## src/rtl/crc_tx_framer.sv

```systemverilog
// rtl/crc_tx_framer.sv - TX framer that forwards payload bytes and appends a CRC-16 trailer
// Engine: CRC-16 x^16+x^15+x^2+1, MSB-first, one byte per clock, init 0xFFFF.

module crc16_engine (
  input  logic        clk,
  input  logic        rst,
  input  logic        crc_en,
  input  logic [7:0]  data_in,
  output logic [15:0] crc_out
);
  logic [15:0] crc_next;

  always_comb begin
    logic fb;
    crc_next = crc_out;
    fb = 1'b0;
    for (int i = 7; i >= 0; i--) begin
      fb = crc_next[15] ^ data_in[i];
      crc_next = {crc_next[14:0], 1'b0} ^ (fb ? 16'h8005 : 16'h0000);
    end
  end

  always_ff @(posedge clk or posedge rst) begin
    if (rst) crc_out <= 16'hFFFF;
    else if (crc_en) crc_out <= crc_next;
  end
endmodule

module crc_tx_framer #(
  parameter int          MAX_LEN       = 1024,
  parameter bit          CRC_MSB_FIRST = 1'b1,
  parameter logic [15:0] XOR_OUT       = 16'h0000
) (
  input  logic        clk,
  input  logic        rst,
  input  logic [7:0]  s_data,
  input  logic        s_valid,
  input  logic        s_last,
  output logic        s_ready,
  output logic [7:0]  m_data,
  output logic        m_valid,
  output logic        m_last,
  input  logic        m_ready,
  output logic [15:0] frame_len,
  output logic        err_oversize,
  output logic        busy
);
  typedef enum logic [2:0] {IDLE, DATA, CRC_HI, CRC_LO, CLEAR, DROP} state_t;

  localparam logic [15:0] MAX_LEN_C = 16'(MAX_LEN);

  state_t      state;
  logic [15:0] cnt;
  logic        clr_q;
  logic        drop_pending;
  logic [15:0] crc_out;
  logic [15:0] crc_x;
  logic [7:0]  crc_first;
  logic [7:0]  crc_second;
  logic        slot_free;
  logic        in_data;
  logic        crc_en;
  logic        eng_rst;

  assign slot_free  = !m_valid || m_ready;
  assign in_data    = (state == IDLE) || (state == DATA);
  assign s_ready    = !rst && ((in_data && slot_free) || (state == DROP));
  assign crc_en     = s_valid && s_ready && in_data;
  assign busy       = (state != IDLE);
  assign crc_x      = crc_out ^ XOR_OUT;
  assign crc_first  = CRC_MSB_FIRST ? crc_x[15:8] : crc_x[7:0];
  assign crc_second = CRC_MSB_FIRST ? crc_x[7:0]  : crc_x[15:8];

  // clr_q comes straight from a flop, so ORing it into the engine reset cannot glitch
  assign eng_rst = rst | clr_q;

  crc16_engine u_engine (
    .clk     (clk),
    .rst     (eng_rst),
    .crc_en  (crc_en),
    .data_in (s_data),
    .crc_out (crc_out)
  );

  always_ff @(posedge clk or posedge rst) begin
    if (rst) begin
      state        <= IDLE;
      cnt          <= 16'd0;
      clr_q        <= 1'b0;
      drop_pending <= 1'b0;
      m_data       <= 8'd0;
      m_valid      <= 1'b0;
      m_last       <= 1'b0;
      frame_len    <= 16'd0;
      err_oversize <= 1'b0;
    end else begin
      err_oversize <= 1'b0;
      if (m_ready) m_valid <= 1'b0;
      case (state)
        IDLE, DATA: begin
          if (s_valid && s_ready) begin
            m_data  <= s_data;
            m_valid <= 1'b1;
            m_last  <= 1'b0;
            cnt     <= cnt + 16'd1;
            state   <= DATA;
            if (s_last) begin
              state <= CRC_HI;
            end else if (cnt + 16'd1 == MAX_LEN_C) begin
              err_oversize <= 1'b1;
              drop_pending <= 1'b1;
              state        <= CRC_HI;
            end
          end
        end
        CRC_HI: begin
          if (slot_free) begin
            m_data  <= crc_first;
            m_valid <= 1'b1;
            m_last  <= 1'b0;
            state   <= CRC_LO;
          end
        end
        CRC_LO: begin
          if (slot_free) begin
            m_data    <= crc_second;
            m_valid   <= 1'b1;
            m_last    <= 1'b1;
            frame_len <= cnt;
            cnt       <= 16'd0;
            clr_q     <= 1'b1;
            state     <= CLEAR;
          end
        end
        CLEAR: begin
          clr_q        <= 1'b0;
          drop_pending <= 1'b0;
          state        <= drop_pending ? DROP : IDLE;
        end
        DROP: begin
          if (s_valid && s_last) state <= IDLE;
        end
        default: state <= IDLE;
      endcase
    end
  end
endmodule

```

## config.mk

```make
export PLATFORM = sky130hd
export DESIGN_NAME = crc_tx_framer
export DESIGN_NICKNAME = d
export VERILOG_FILES = /design/src/rtl/crc_tx_framer.sv
export SDC_FILE = /design/constraint.sdc
export NUM_CORES = 1
export LEC_CHECK = 0
export CORE_ASPECT_RATIO = 0.7
export CORE_MARGIN = 4
export CORE_UTILIZATION = 45
export CTS_CLUSTER_DIAMETER = 50
export DETAILED_ROUTE_END_ITERATION = 6
export PLACE_DENSITY = 0.66
export SLEW_MARGIN = 20
export SYNTH_ARGS = -nofsm -noshare
export SYNTH_HDL_FRONTEND = slang
export SYNTH_SLANG_ARGS = --single-unit
export TNS_END_PERCENT = 30
```

## constraint.sdc

```tcl
create_clock -name clk -period 1.75 [get_ports clk]
set_input_delay 0.175 -clock clk [delete_from_list [all_inputs] [get_ports clk]]
set_output_delay 0.175 -clock clk [all_outputs]
set_load 0.02 [all_outputs]
```

==> metrics.json, run 1 <==
{
  "outcome": "finished, violations left",
  "failed_checks": "negative setup slack",
  "remaining_drc_errors": 0,
  "ys.flop_type": "sky130_fd_sc_hd__dfrtp_1",
  "number_of_input_and_output_port_buffers_inserted": 41,
  "worstRegToRegCells": 5,
  "preCtsSetupSlack_ns": -0.2384,
  "timing_worst_setup_path_type": "reg -> reg",
  "synth.lib_cells_used.distinct": 57,
  "final_max_slew_viol_count": 0,
  "syn-mean-instance-area_um2": 9.683,
  "core-area_um2": 7450,
  "die_x_um": 113.8,
  "post_route_cells_drive_above_1_share": 0.3197,
  "hold_viol_final": 0,
  "regToRegEndpoint": "u_engine.crc_out[15]",
  "hold_path_class": "in -> async",
  "die_h_um": 82.05,
  "max_slew.worst_pin.slew_ns": 0.4629,
  "grt_total_ovfl": 0,
  "first_iter_violations": 199,
  "routed_wire_length_per_instance_um": 16.34,
  "cts_buffer_depth": 2,
  "maxClockFrequency_ghz": 0.5559,
  "number_of_clock_buffers_inserted_by_tritoncts": 9,
  "grt_first_pass_wirelength_um": 15060,
  "cts_tree": "done",
  "antennaDiodeCount": 0,
  "layout_setup_ws_ns": -0.04896,
  "layout.cells.most_common_list": "sky130_fd_sc_hd__buf_4 (64), sky130_fd_sc_hd__nand2_1 (49), sky130_fd_sc_hd__dfrtp_1 (46)",
  "pin_count": 42,
  "power_leakage_nw": 2.123,
  "layout_commonest_cell": "sky130_fd_sc_hd__buf_4",
  "detailroute.via_count": 3035,
  "synth_enable_flop_cells": 0,
  "clk_pin_slew_worst_paths_ns": 0.07,
  "setup_viol": 2,
  "syn_nets": 378,
  "crit_path_start_kind": "register",
  "ys_ff_latch": 64,
  "worstReg2RegStart": "u_engine.crc_out[13]",
  "cts_root_buf": "sky130_fd_sc_hd__clkbuf_8",
  "area_growth_from_synthesis_to_layout_pct": 36.63,
  "syn-instance-count": 364,
  "power.total_mw": 7.058,
  "switching_share": 0.3634,
  "power_frac_clock": 0.185,
  "dieArea_um2": 9335,
  "slew_headroom": 0.6875,
  "internal_power_mw": 4.493,
  "synth-async-reset-ratio": 1.000,
  "final_cells": 561,
  "placed_cells_incl_taps": 541,
  "gp_congestion": 0.8708,
  "syn-cell-area_um2": 3525,
  "power.switching_mw": 2.565,
  "critPathCaptureType": "register",
  "worstPathArrival_ns": 2.08,
  "htree_num_levels": 3,
  "drt-pass1-iter-count": 4,
  "share_seq_of_total_power": 0.336,
  "totalWireLength_um": 9164,
  "final.setup_skew_ns": 0.008943,
  "grt_max_degree": 29,
  "drtAntennaViolNets": 0,
  "grt_setup_unrepaired": "true",
  "power-per-cell-area_nw_per_um2": 1466,
  "antenna_found_initial": 0,
  "cap_violations": 0,
  "share_comb_of_total_power": 0.479,
  "topRoutingLayerUsed": "met4",
  "critical_path.max_fanout": 3,
  "timing.reg2reg.setup_slack_ns": -0.05,
  "avgViaCountPerCell": 5.410,
  "globalRouteTotalUtil": 0.2087,
  "wirelength_met1_um": 4607,
  "vdd_drop_max_v": 0.0007364,
  "rows": 26,
  "initial_core_util": 0.4731,
  "dpl.hpwl_um": 6607,
  "met2WireLength_um": 3823,
  "fin_crit_sh": 1.028,
  "synth.yosys.seq_area_share": 0.4601,
  "clock_latency_ns": 0.35,
  "nets": 472,
  "worst-endpoint-required_ns": 2.03,
  "ys.warnings.count": 0,
  "final.min_clock_period_ns": 1.799,
  "grt_pass1_vias": 2935,
  "met3RoutedLength_um": 640,
  "cts_sinks": 64
}
[Yosys cell counts, drive strengths merged (2+ instances only)]
library cell,number,area [um2]
o21ai,45,225.2
dfrtp,48,1201
dfstp,16,420.4
inv,4,15.01
mux2i,10,100.1
xnor3,2,46.29
a21oi,16,80.08
clkbuf,10,37.54
nor2,24,92.59
or3,2,12.51
a22oi,2,15.01
xnor2,14,137.6
a21o,3,22.52
nand4,7,43.79
nand2b,4,25.02
nor3,3,26.28
o211ai,3,22.52
mux2,16,180.2
o31ai,8,60.06
nand2,49,183.9
nor2b,3,18.77
nand3,11,55.05
and2,3,18.77
buf,17,83.83
a31oi,5,31.28
and3,4,25.02
nor4,2,27.53
xor2,8,77.58
and4,8,72.57
[critical path: stages, from the launching register on]
cell and delay, ns:
sky130_fd_sc_hd__dfstp_2 0.56, sky130_fd_sc_hd__xnor2_2 0.13, sky130_fd_sc_hd__xnor3_1 0.42, sky130_fd_sc_hd__xnor3_2 0.27, sky130_fd_sc_hd__xor3_1 0.22, sky130_fd_sc_hd__o21ai_1 0.12
[per-layer routing]
metal / vias up / track usage
met1: 1443 / 0.3048
met3: 10 / 0.06627
met2: 98 / 0.2979
met4: 0 / 0.05575
met5: - / 0
li1: 1484 / -
[power groups by stage]
stage	Combinational, mW	Sequential [mW]	Clock [mW]
final	3.38	2.37	1.30
after global routing	3.70	2.44	1.40
after CTS	3.34	2.37	1.33
after detailed placement	3.27	2.36	0
after global placement	3.19	2.35	0
after floorplan	1.84	2.49	0
[worst max-delay path by stage]
| stage | from | endpoint | cells after the start |
|---|---|---|---|
| after CTS | u_engine.crc_out[15] | u_engine.crc_out[15] | 5 |
| after global routing | u_engine.crc_out[13] | u_engine.crc_out[15] | 5 |
| after global placement | s_data[7] | u_engine.crc_out[15] | 6 |
| after detailed placement | m_ready | s_ready | 5 |
| after floorplan | u_engine.crc_out[15] | u_engine.crc_out[15] | 5 |
| final | u_engine.crc_out[13] | u_engine.crc_out[15] | 5 |
[through the flow]
step	instance area, um2	utilization	hold slack, ns	setup TNS (ns)
global route	4816	0.6465	0.4433	-0.3812
floorplan	3548	-	0.3031	-0.05844
global placement	4468	0.5998	0.4469	-1.512
finish	4816	0.6465	0.3986	-0.04966
CTS	4733	0.6354	0.4070	-0.1203
detailed placement	4468	0.5998	0.4517	-2.880
[area by class of cell]
type	count	area [um2]
Fill cell	587	2634
Multi-Input combinational cell	268	1889
Sequential cell	64	1624
Timing Repair Buffer	110	958.4
Clock buffer	13	158.9
Tap cell	98	122.6
Clock inverter	3	40.04
Inverter	5	22.52
[cell families after synthesis]
group	after synthesis	share of synthesized area
simple gates	121	0.1729
compound gates	95	0.1633
mux	26	0.07952
flops	64	0.4601
fa+ha+maj	1	0.003549
buf+inv	32	0.03976
xor+xnor	25	0.08094
[flip-flops by register name (all words and copies together), names as in the netlist]
signal and flops:
cnt 16, frame_len 16, u_engine.crc_out 16, m_data 8
state 3, clr_q 1, drop_pending 1, err_oversize 1
m_last 1, m_valid 1
[repair_timing]
| action | 4_1_cts | 5_1_grt |
|---|---|---|
| pin swaps | 3 | 11 |
| setup endpoints to repair | 10 | 23 |
| resized for setup | 19 | 23 |
| setup buffers | 0 | 4 |
| hold buffers | 0 | 0 |
Power figures use the tool's default switching activity.
==> inputs of run 2 (changes only) <==
--- a/config.mk
+++ b/config.mk
@@ -7,12 +7,13 @@
 export LEC_CHECK = 0
 export CORE_ASPECT_RATIO = 0.7
 export CORE_MARGIN = 4
-export CORE_UTILIZATION = 45
+export CORE_UTILIZATION = 55
 export CTS_CLUSTER_DIAMETER = 50
 export DETAILED_ROUTE_END_ITERATION = 6
-export PLACE_DENSITY = 0.66
+export PLACE_DENSITY = 0.78
 export SLEW_MARGIN = 20
 export SYNTH_ARGS = -nofsm -noshare
 export SYNTH_HDL_FRONTEND = slang
+export SYNTH_HIERARCHICAL = 1
 export SYNTH_SLANG_ARGS = --single-unit
 export TNS_END_PERCENT = 30
==> metrics.json, run 2 <==
{
  "synth_area_leaders": "sky130_fd_sc_hd__dfrtp_1 (36%), sky130_fd_sc_hd__dfstp_2 (12%), sky130_fd_sc_hd__mux2_2 (6.7%)",
  "synth.lib_cells_used.distinct": 47,
  "power_leakage_nw": 2.064,
  "detailroute.via_count": 2864,
  "worstPathArrival_ns": 2.30,
  "outcome": "finished, violations left",
  "initial_core_util": 0.5770,
  "grt_total_ovfl": 0,
  "worst_hold_startpoint": "m_data[2]",
  "fin_crit_sh": 1.186,
  "critical_path.max_fanout": 4,
  "gp_congestion": 0.8448,
  "place_area_um2": 4273,
  "worst-endpoint-required_ns": 1.97,
  "cts_buffer_depth": 2,
  "synth_compound_gate_area_share": 0.1429,
  "number_of_input_and_output_port_buffers_inserted": 41,
  "synth_simple_gate_area_frac": 0.1355,
  "synthXorXnorAreaFrac": 0.08537,
  "maxClockFrequency_ghz": 0.4817,
  "grt_max_degree": 49,
  "final.setup_skew_ns": 0.006587,
  "routed_wire_length_per_instance_um": 16.29,
  "avgViaCountPerCell": 5.616,
  "synth.yosys.seq_area_share": 0.4811,
  "antennaDiodeCount": 0,
  "first_iter_violations": 185,
  "syn-instance-count": 338,
  "dieArea_um2": 7465,
  "globalRouteTotalUtil": 0.2412,
  "timing_worst_setup_path_type": "reg -> reg",
  "grt_first_pass_wirelength_um": 13700,
  "final_cells": 510,
  "number_of_clock_buffers_inserted_by_tritoncts": 9,
  "yosysMostFrequentCell": "sky130_fd_sc_hd__dfrtp_1",
  "grt_pass1_vias": 2807,
  "layout_top_registers": "cnt: 16 flops, frame_len: 16 flops, u_engine/crc_out: 16 flops",
  "worstRegToRegCells": 6,
  "max_slew.worst_pin.slew_ns": 0.6188,
  "pin_count": 42,
  "power.total_mw": 7.291,
  "layout_setup_ws_ns": -0.3259,
  "die_x_um": 101.6,
  "syn_nets": 353,
  "grt_setup_unrepaired": "true",
  "layout_commonest_cell": "sky130_fd_sc_hd__buf_4",
  "clock_latency_ns": 0.35,
  "setup_viol": 7,
  "preCtsSetupSlack_ns": -0.3609,
  "postLayoutCoreUtil": 0.7760,
  "synth-adder-area-share": 0.007424,
  "netlist_top_cells_count": "sky130_fd_sc_hd__dfrtp_1 (48), sky130_fd_sc_hd__o21ai_0 (38), sky130_fd_sc_hd__nor2_1 (35), sky130_fd_sc_hd__nand2_1 (29), sky130_fd_sc_hd__a21oi_1 (21)",
  "htree_num_levels": 3,
  "worstReg2RegStart": "cnt[1]",
  "min_to": "m_data[2]",
  "critPathCaptureType": "register",
  "drtAntennaViolNets": 0,
  "nets": 445,
  "slew_headroom": 0.5875,
  "synth_top_area_frac": 0.3563,
  "failed_checks": "negative setup slack",
  "cap_violations": 0,
  "hold_path_class": "reg -> reg",
  "hold_viol_final": 0,
  "dpl.hpwl_um": 5842,
  "synth_enable_flop_cells": 0,
  "totalWireLength_um": 8310,
  "final.min_clock_period_ns": 2.076,
  "clk_pin_slew_worst_paths_ns": 0.07,
  "timing.reg2reg.setup_slack_ns": -0.33,
  "ys.flop_type": "sky130_fd_sc_hd__dfrtp_1",
  "design_area_um2": 4533,
  "ys_ff_latch": 64,
  "area_growth_from_synthesis_to_layout_pct": 34.48,
  "vdd_drop_max_v": 0.0008631,
  "syn-cell-area_um2": 3371,
  "timing.hold.worst_path_depth": 2,
  "cts_root_buf": "sky130_fd_sc_hd__clkbuf_8",
  "cts_sinks": 64,
  "regToRegEndpoint": "state[0]",
  "rows": 23,
  "synth_top_family_by_area": "compound AO/OA/AOI/OAI gates",
  "placed_cells_incl_taps": 492,
  "die_h_um": 73.50,
  "drt-pass1-iter-count": 5,
  "netlist.top_cell.by_area": "sky130_fd_sc_hd__dfrtp_1",
  "final_max_slew_viol_count": 0,
  "core-area_um2": 5842,
  "whs_ns": 0.4786,
  "layout.cells.most_common_list": "sky130_fd_sc_hd__buf_4 (63), sky130_fd_sc_hd__dfrtp_1 (47), sky130_fd_sc_hd__clkdlybuf4s50_1 (39)",
  "cts_tree": "done",
  "synth-async-reset-ratio": 1.000,
  "syn-mean-instance-area_um2": 9.973,
  "post_route_cells_drive_above_1_share": 0.3218,
  "remaining_drc_errors": 0,
  "post_synth_mux_area_share": 0.1036,
  "power-per-cell-area_nw_per_um2": 1608,
  "ys.warnings.count": 6,
  "crit_path_start_kind": "register",
  "fin_tns_setup_ns": -1.239,
  "antenna_found_initial": 0
}
## run 2: worst max-delay path by stage
stage / startpoint / to / slack (ns)
4_1_cts: cnt[0] / state[0] / -0.31
2_1_floorplan: cnt[0] / state[0] / -0.46
5_1_grt: cnt[1] / state[0] / -0.37
3_5_place_dp: s_data[2] / u_engine/crc_out[15] / -0.36
3_3_place_gp: cnt[1] / state[0] / -0.27
6_report: cnt[1] / state[0] / -0.33
## run 2: cell type report
type / instances / area (um2)
Clock inverter: 4 / 20.02
Sequential cell: 64 / 1623
Clock buffer: 12 / 145.1
Tap cell: 75 / 93.84
Fill cell: 387 / 1309
Timing Repair Buffer: 107 / 919.6
Multi-Input combinational cell: 240 / 1698
Inverter: 8 / 33.78
## run 2: cell families after synthesis
family,count (synthesis)
compound gates,82
xor+xnor,27
fa+ha+maj,2
buf+inv,34
flops,64
mux,32
simple gates,97
## run 2: worst max-delay path: stages (launching register included)
cell and delay (ns):
sky130_fd_sc_hd__dfrtp_1 0.40, sky130_fd_sc_hd__ha_4 0.16, sky130_fd_sc_hd__nand2_2 0.05, sky130_fd_sc_hd__or3_1 0.30, sky130_fd_sc_hd__a2111o_1 0.38, sky130_fd_sc_hd__a211o_1 0.33
sky130_fd_sc_hd__o41a_1 0.34
## run 2: timing repair
action                     in CTS  in global routing
cloned                          0                  0
gates resized for setup        10                 15
setup endpoints to repair       9                 33
pin swaps                       6                  3
buffers inserted                0                  2
hold buffers                    0                  0
## run 2: routing by layer
metal | part of all wire | GRT usage | vias to the layer above
li1 | - | - | 1364
met1 | 0.47 | 0.3399 | 1368
met2 | 0.45 | 0.3652 | 117
met3 | 0.070 | 0.05977 | 15
met4 | 0.016 | 0.08555 | 0
met5 | 0 | 0 | -
## run 2: report_power, final
group / leakage (nW) / switching, mW / internal, mW
Combinational: 1.16 / 1.77 / 2.06
Sequential: 0.813 / 0.315 / 2.05
Clock: 0.0899 / 0.555 / 0.543
==> inputs of run 3 (changes only) <==
--- a/config.mk
+++ b/config.mk
@@ -7,13 +7,12 @@
 export LEC_CHECK = 0
 export CORE_ASPECT_RATIO = 0.7
 export CORE_MARGIN = 4
-export CORE_UTILIZATION = 55
+export CORE_UTILIZATION = 25
 export CTS_CLUSTER_DIAMETER = 50
 export DETAILED_ROUTE_END_ITERATION = 6
-export PLACE_DENSITY = 0.78
+export PLACE_DENSITY = 0.41
 export SLEW_MARGIN = 20
 export SYNTH_ARGS = -nofsm -noshare
 export SYNTH_HDL_FRONTEND = slang
-export SYNTH_HIERARCHICAL = 1
 export SYNTH_SLANG_ARGS = --single-unit
 export TNS_END_PERCENT = 30
==> metrics.json, run 3 (synthesized netlist as in run 1, its figures left out) <==
{
  "grt_first_pass_wirelength_um": 16130,
  "global_route.usage.met1": 0.2033,
  "grt_pass1_vias": 2954,
  "grt_total_ovfl": 0,
  "grt_max_degree": 39,
  "critPathCaptureType": "register",
  "avgViaCountPerCell": 4.617,
  "cts_buffer_depth": 2,
  "most_used_routing_layer": "met1",
  "power-per-cell-area_nw_per_um2": 1474,
  "die_x_um": 149.9,
  "failed_checks": "negative setup slack",
  "antenna_found_initial": 0,
  "globalRouteTotalUtil": 0.1287,
  "initial_core_util": 0.2613,
  "area_growth_from_synthesis_to_layout_pct": 42.88,
  "totalWireLength_um": 9906,
  "worstRegToRegCells": 5,
  "critical_path.max_fanout": 3,
  "vdd_drop_max_v": 0.0004657,
  "htree_num_levels": 3,
  "gp_congestion": 0.8126,
  "maxClockFrequency_ghz": 0.5567,
  "drt-pass1-iter-count": 4,
  "cts-hold-fix-buffers": 0,
  "final.min_clock_period_ns": 1.796,
  "layout_top_registers": "cnt: 16 flops, frame_len: 16 flops, u_engine.crc_out: 16 flops",
  "slowest_stage": "sky130_fd_sc_hd__dfstp_2",
  "power_leakage_nw": 2.200,
  "pin_count": 42,
  "cts_tree": "done",
  "first_iter_violations": 195,
  "number_of_input_and_output_port_buffers_inserted": 41,
  "hold_viol_final": 0,
  "outcome": "finished, violations left",
  "remaining_drc_errors": 0,
  "worstReg2RegStart": "u_engine.crc_out[13]",
  "whs_ns": 0.3136,
  "nFillCells": 1426,
  "post_route_cells_drive_above_1_share": 0.3191,
  "clk_pin_slew_worst_paths_ns": 0.05,
  "nets": 479,
  "regToRegEndpoint": "u_engine.crc_out[15]",
  "hold_path_class": "in -> async",
  "cts_root_buf": "sky130_fd_sc_hd__clkbuf_16",
  "slew_headroom": 0.6624,
  "rows": 35,
  "grt_setup_unrepaired": "true",
  "layout_commonest_cell": "sky130_fd_sc_hd__buf_4",
  "fin_crit_sh": 1.026,
  "gr-usage-met3": 0.03283,
  "worstPathCellList": "xnor2_2 -> xnor3_1 -> xnor3_2 -> xor3_1 -> o21ai_1",
  "max_slew.worst_pin.slew_ns": 0.5000,
  "number_of_clock_buffers_inserted_by_tritoncts": 9,
  "routed_wire_length_per_instance_um": 15.12,
  "die_h_um": 107.3,
  "layout.cells.most_common_list": "sky130_fd_sc_hd__buf_4 (72), sky130_fd_sc_hd__nand2_1 (49), sky130_fd_sc_hd__dfrtp_1 (46)",
  "final.setup_skew_ns": 0.005888,
  "final_max_slew_viol_count": 0,
  "core-area_um2": 13490,
  "antennaDiodeCount": 0,
  "setup_viol": 3,
  "crit_path_start_kind": "register",
  "worst-endpoint-required_ns": 2.01,
  "clock_latency_ns": 0.33,
  "cts_sinks": 64,
  "detailroute.via_count": 3024,
  "timing.reg2reg.setup_slack_ns": -0.05,
  "power.total_mw": 7.425,
  "worstPathArrival_ns": 2.06,
  "critical_path.max_stage_delay_ns": 0.56,
  "met2_usage": 0.1648,
  "dpl.hpwl_um": 7301,
  "drtAntennaViolNets": 0,
  "layout_setup_ws_ns": -0.04635,
  "cap_violations": 0,
  "postLayoutCoreUtil": 0.3734,
  "timing_worst_setup_path_type": "reg -> reg",
  "dieArea_um2": 16090
}
[run 3: stage by stage]
stage,instance area (um2),cells,setup slack [ns],setup TNS [ns]
after floorplan,3548,364,-0.04360,-0.05844
after global placement,4662,636,-0.2032,-1.636
after detailed placement,4662,636,-0.2417,-2.467
after CTS,4997,652,-0.06156,-0.1409
after global routing,5036,655,-0.1206,-0.6571
final,5036,655,-0.04635,-0.05302
[run 3: worst max-delay path by stage]
stage / start / endpoint / slack [ns] / cells after the start
2_1_floorplan: u_engine.crc_out[15] / u_engine.crc_out[15] / -0.04 / 5
3_3_place_gp: s_data[3] / u_engine.crc_out[15] / -0.20 / 6
3_5_place_dp: m_ready / s_ready / -0.24 / 5
4_1_cts: u_engine.crc_out[13] / u_engine.crc_out[15] / -0.06 / 5
5_1_grt: cnt[2] / state[1] / -0.12 / 5
6_report: u_engine.crc_out[13] / u_engine.crc_out[15] / -0.05 / 5
[run 3: worst max-delay path, delay by kind of cell (launching register included)]
| kind | cells | cell delay [ns] |
|---|---|---|
| flip-flops | 1 | 0.56 |
| XOR/XNOR | 4 | 1.04 |
| AO/OA/AOI/OAI | 1 | 0.13 |
[run 3: cell type report]
type	count	area (um2)	share of cell area
Inverter	5	18.77	0.003727
Tap cell	185	231.5	0.04596
Multi-Input combinational cell	268	1861	0.3694
Clock inverter	4	20.02	0.003975
Timing Repair Buffer	117	1025	0.2035
Sequential cell	64	1624	0.3225
Clock buffer	12	256.5	0.05093
[run 3: repair_timing]
action | CTS | global route
pin swaps | 3 | 9
resized for setup | 18 | 8
setup buffers | 0 | 3
endpoints found under the setup margin | 11 | 12
[run 3: report_power, final]
part / internal [mW] / total [mW] / leakage (nW) / switching, mW
Sequential: 2.03 / 2.38 / 0.799 / 0.348
Combinational: 1.73 / 3.37 / 1.26 / 1.64
Clock: 1.03 / 1.67 / 0.142 / 0.649
Total: 4.79 / 7.42 / 2.20 / 2.64
[run 3: metal layers]
metal,wire length [um],vias up
met4,111,0
met2,3827,55
met5,0,-
li1,-,1491
met1,5522,1470
met3,445,8
